`src/rtl/universal_shift_pkg.sv`:
```
// universal_shift_pkg: shared mode codes, FSM state encoding and direction constants
//   MODE_*    3-bit command codes
//   state_t   IDLE/SHIFT/DONE encoding
//   DIR_*     serial-out direction flag values
package universal_shift_pkg;

    localparam logic [2:0] MODE_HOLD = 3'd0;
    localparam logic [2:0] MODE_LOAD = 3'd1;
    localparam logic [2:0] MODE_CLR  = 3'd2;
    localparam logic [2:0] MODE_SHL  = 3'd3;
    localparam logic [2:0] MODE_SHR  = 3'd4;
    localparam logic [2:0] MODE_ROTL = 3'd5;
    localparam logic [2:0] MODE_ROTR = 3'd6;
    localparam logic [2:0] MODE_ASR  = 3'd7;

    typedef enum logic [1:0] {
        IDLE  = 2'd0,
        SHIFT = 2'd1,
        DONE  = 2'd2
    } state_t;

    localparam logic DIR_LEFT  = 1'b0;
    localparam logic DIR_RIGHT = 1'b1;

    function automatic logic is_shift(input logic [2:0] m);
        return m >= MODE_SHL;
    endfunction

    function automatic logic is_left(input logic [2:0] m);
        return m == MODE_SHL || m == MODE_ROTL;
    endfunction

endpackage

```
`src/rtl/universal_shift_step.sv`:
```
// universal_shift_step: one-step combinational next value for the shift/rotate modes
//   q     current register value
//   mode  command code; non-shift modes pass q through
//   sin   serial fill bit for SHL/SHR
//   next  value after one step
module universal_shift_step
    import universal_shift_pkg::*;
#(
    parameter int WIDTH = 8
) (
    input  logic [WIDTH-1:0] q,
    input  logic [2:0]       mode,
    input  logic             sin,
    output logic [WIDTH-1:0] next
);

    always_comb begin
        next = q;
        case (mode)
            MODE_SHL:  next = {q[WIDTH-2:0], sin};
            MODE_SHR:  next = {sin, q[WIDTH-1:1]};
            MODE_ROTL: next = {q[WIDTH-2:0], q[WIDTH-1]};
            MODE_ROTR: next = {q[0], q[WIDTH-1:1]};
            MODE_ASR:  next = {q[WIDTH-1], q[WIDTH-1:1]};
            default:   next = q;
        endcase
    end

endmodule

```
`src/rtl/universal_shift_register.sv`:
```
// universal_shift_register: WIDTH-bit load/clear/shift/rotate register with start/busy/done handshake
//   clk, rst     clock, asynchronous active-low reset
//   start        command request, sampled while idle
//   mode, amt    command code and shift count, captured on accept
//   D            parallel load data
//   sin          serial fill bit, sampled on every shift edge
//   Q            register contents
//   busy, done   command in progress / final cycle of command
//   sout         Q msb after left-type commands, Q lsb after right-type
module universal_shift_register
    import universal_shift_pkg::*;
#(
    parameter  int WIDTH = 8,
    localparam int CNT_W = $clog2(WIDTH + 1)
) (
    input  logic             clk,
    input  logic             rst,
    input  logic             start,
    input  logic [2:0]       mode,
    input  logic [CNT_W-1:0] amt,
    input  logic [WIDTH-1:0] D,
    input  logic             sin,
    output logic [WIDTH-1:0] Q,
    output logic             busy,
    output logic             done,
    output logic             sout
);

    state_t             state, state_n;
    logic [CNT_W-1:0]   remaining;
    logic [2:0]         mode_r;
    logic               dir;
    logic [WIDTH-1:0]   step_q;
    logic               accept;

    assign accept = state == IDLE && start;

    // The first shift happens on the accept edge, before mode_r is valid
    universal_shift_step #(.WIDTH(WIDTH)) u_step (
        .q    (Q),
        .mode (state == IDLE ? mode : mode_r),
        .sin  (sin),
        .next (step_q)
    );

    always_comb begin
        state_n = state;
        case (state)
            IDLE:    if (start) state_n = (is_shift(mode) && amt > CNT_W'(1)) ? SHIFT : DONE;
            SHIFT:   if (remaining == CNT_W'(1)) state_n = DONE;
            default: state_n = IDLE;
        endcase
    end

    always_ff @(posedge clk or negedge rst) begin
        if (!rst) begin
            state     <= IDLE;
            Q         <= '0;
            remaining <= '0;
            mode_r    <= MODE_HOLD;
            dir       <= DIR_LEFT;
        end else begin
            state <= state_n;
            if (accept) begin
                mode_r    <= mode;
                remaining <= (amt == '0) ? '0 : amt - 1'b1;
                if (is_shift(mode)) dir <= is_left(mode) ? DIR_LEFT : DIR_RIGHT;
                Q <= (mode == MODE_LOAD) ? D :
                     (mode == MODE_CLR) ? '0 :
                     (is_shift(mode) && amt != '0) ? step_q : Q;
            end else if (state == SHIFT) begin
                remaining <= remaining - 1'b1;
                Q         <= step_q;
            end
        end
    end

    assign busy = state != IDLE;
    assign done = state == DONE;
    assign sout = (dir == DIR_LEFT) ? Q[WIDTH-1] : Q[0];

endmodule
```
`config.mk`:
```
export PLATFORM = sky130hd
export DESIGN_NAME = universal_shift_register
export DESIGN_NICKNAME = d
export VERILOG_FILES = /design/src/rtl/universal_shift_pkg.sv /design/src/rtl/universal_shift_step.sv /design/src/rtl/universal_shift_register.sv
export SDC_FILE = /design/constraint.sdc
export NUM_CORES = 1
export LEC_CHECK = 0
export ABC_AREA = 1
export BUFFER_PORTS_ARGS = -buffer_cell sky130_fd_sc_hd__buf_2
export CORE_MARGIN = 2
export CORE_UTILIZATION = 48
export DETAILED_ROUTE_END_ITERATION = 16
export PLACE_DENSITY_LB_ADDON = 0.3
export SYNTH_ARGS = -nofsm -noshare
export SYNTH_HDL_FRONTEND = slang
export SYNTH_SLANG_ARGS = --single-unit
```
`constraint.sdc`:
```
create_clock -name clk -period 1.4 [get_ports clk]
set_input_delay 0.07 -clock clk [delete_from_list [all_inputs] [get_ports clk]]
set_output_delay 0.07 -clock clk [all_outputs]
set_load 0.005 [all_outputs]
```
==> run_results.csv <==
group,metric,value,unit
timing,drv_slew,0,
clock_tree,cts.sinks,18,
drt,ant_nets,0,
logic_synthesis,ys_seq_elements,18,
critical_path,cp.required,1640,ps
logic_synthesis,synthTopCellsByArea,"dfrtp_1, nand2_1, nand3_1",
outcome,status,"finished, violations left",
critical_path,crit_family,"flip-flops",
critical_path,cp_max_fo,5,
critical_path,crit_cells,8,
die,io_pins,30,
global_route,grt.total_usage,21.0,%
clock_tree,numCtsBuffers,3,
logic_synthesis,ys_types,24,
global_route,globalRouteMet2Util,31.9,%
logic_synthesis,synth_nets,217,
logic_synthesis,synth-main-ff-cell,"dfrtp_1",
global_route,grt_pass1_wl,5470,um
timing,post-route-min-period,1500,ps
drt,num_vias,1428,
clock_tree,cts_max_path_buffers,2,
clock_tree,clk_latency,300,ps
critical_path,worstPathArrival,1740,ps
global_route,grt-ovfl-total,0,
drt,firstDrtPassIters,4,
drt,wl,3290,um
logic_synthesis,synth_compound_area_share,15.6,%
layout,n_antenna_cell,0,
pwr,ir_worst_vdd,1540,uV
logic_synthesis,synth_top_family_by_area,"simple AND/OR/NAND/NOR gates",
global_route,grt_pass1_vias,1228,
place,place_congestion,0.915,
place,hpwlAfterDp,2460,um
global_route,use_met1,31.4,%
layout,drive_gt1_share,36.1,%
critical_path,r2r_cells,8,
timing,fin_tns_setup,-403,ps
die,start_util,49.7,%
timing,hold_violations,0,
logic_synthesis,async_reset_ff_share,100,%
clock_tree,clk_pin_slew_worst_paths,110,ps
timing,worst_slack,-99.3,ps
timing,skew,8.91,ps
timing,tightest_slew,428,ps
outcome,violations,"negative setup slack",
layout,fillCellCount,246,
die,die_w,57.0,um
logic_synthesis,ys_seq_area_share,33.5,%
global_route,grt_max_degree,19,
critical_path,crit_path_end_kind,"flop",
drt,drcViolationCount,0,
timing,timing.final.crit_share,107,%
timing,setup_viol,8,
pwr,p_leak,0.905,nW
drt,drt_iter0_markers,76,
global_route,antenna_found_initial,0,
logic_synthesis,synth_warnings,0,
pwr,power.density,2550,nW/um2
critical_path,cp_slowest_cell,"dfrtp_2",
timing,rsz0062_at_grt,"yes",
logic_synthesis,synth_area,1350,um2
place,place_inst,264,
logic_synthesis,synth-xor-area-share,0,%
run,cap_violations,0,
logic_synthesis,synthSimpleGateAreaFrac,39.4,%
layout,syn2layout_area_growth,32.6,%
logic_synthesis,synth.area.mux_share,0,%
critical_path,critPathMaxStageDelay,460,ps
place,port_buffers,29,
critical_path,cp.buffers_inverters,1,
layout,nets,263,
layout,instances_no_fill,272,
die,dieHeight,57.0,um
logic_synthesis,syn_inst,196,
timing,holdWs,37.8,ps
global_route,grt.met3_usage,2.27,%
logic_synthesis,synth_top_area_share,33.5,%
hold_path,hp-class,"input pin to flop",
global_route,grt_busiest_layer,"met2",
critical_path,cp_cell_sequence,"nor2_4 > nand2_2 > o21ai_4 > buf_4 > nand2_1 > o21ai_1 > nand2_1 > a21oi_1",
drt,vias_per_cell,5.25,
logic_synthesis,avgSynthCellArea,6.87,um2
timing,fmax,667,MHz
logic_synthesis,yosysTopAreaCell,"dfrtp_1",
clock_tree,cts_tree,"built",
clock_tree,clk_root_buffer_cell,"clkbuf_4",
die,dieArea,3240,um2
place,dpl_worst_slack,-69.0,ps
critical_path,cp-start-kind,"flop",
logic_synthesis,synth_fa_ha_area_share,1.86,%
die,core,2710,um2
critical_path,path_common_cell,"nand2_1",
clock_tree,h-tree-depth,1,
logic_synthesis,synth_edf_count,0,
critical_path,path_class,"flop to flop",
die,std_cell_rows,19,
timing,slew_headroom,71.5,%
hold_path,holdPathStages,3,
drt,drt-wirelength-per-cell,12.1,um
## path summary, 6_finish.rpt
path / from / to / slack [ps]
worst max-delay path: state[0] / Q[0] / -100
worst min-delay path: D[0] / Q[0] / 40
worst max register to register: state[0] / Q[0] / -100
worst min register to register: mode_r[0] / mode_r[0] / 520
max in group asynchronous: rst / state[1] / 840
min in group asynchronous: rst / Q[7] / 230
## sequential cells by signal, indices dropped and copies added, names as in the netlist
register	flops
Q	8
dir	1
mode_r	3
remaining	4
state	2
## cells in the final DEF (no fill, tap or decap), drive strengths merged, types with 2 or more instances in the layout
master | synthesis | layout
dfrtp | 18 | 18
ha | 2 | 2
buf | 1 | 41
a22oi | 2 | 2
clkbuf | 0 | 4
inv | 31 | 31
nand2 | 51 | 51
o21ai | 16 | 16
nor2 | 21 | 21
nand3 | 27 | 27
a21oi | 18 | 18
nand4 | 6 | 6
## repair_timing
action / in CTS / in global routing
buffers inserted: 0 / 3
setup endpoints to repair: 9 / 14
hold buffers: 1 / 0
hold endpoints to repair: 18 / 0
gates resized for setup: 12 / 22
pin swaps: 7 / 12
## logic make-up (layout without fill, tap and decap cells)
family | Yosys count | in the layout
and+or+nand+nor | 105 | 105
AOI/OAI and AO/OA | 38 | 38
buffers and inverters | 33 | 78
DFF | 18 | 18
adders and majority gates | 2 | 2
## synthesized netlist by cell type, types with 3 or more instances
cell type  number
nand2_1        40
inv_1          25
nand3_1        25
dfrtp_1        18
a21oi_1        17
nor2_1         17
o21ai_0        12
nand2_4         7
nand4_1         6
inv_2           5
nand2_2         4
nor2_2          3
## layer usage
metal  part of all wire, %  vias to the layer above
met5                     0                        -
met4                   1.3                        0
met3                   4.7                        5
met2                    46                       43
met1                    48                      640
li1                      -                      740
## area by class of cell
cell class              count  area, um2  share of cell area (%)
clock buffers               4       36.3                    2.03
inverters                  32        135                    7.57
multi-input cells         145        862                    48.3
flip-flops and latches     18        453                    25.4
well taps                  31       38.8                    2.17
repair buffers             42        260                    14.6
## per-stage QoR
stage	cell area [um2]	total power, mW	utilization, %
detailed placement	1590	3.69	58.7
CTS	1670	4.17	61.7
floorplan	1350	2.96	-
finish	1790	4.55	65.9
global placement	1590	3.64	58.7
global route	1790	4.98	65.9
## report_power, final
part | switching (mW) | total, mW | internal (mW)
Sequential | 0.224 | 1.02 | 0.795
Combinational | 1.90 | 3.20 | 1.29
Clock | 0.176 | 0.334 | 0.159
## worst reg2reg max path: stages, from the launching register on
cell,delay [ps]
dfrtp_2,460
nor2_4,220
nand2_2,100
o21ai_4,130
buf_4,170
nand2_1,50
o21ai_1,110
nand2_1,70
a21oi_1,140
(Power assumes the default switching activity.)
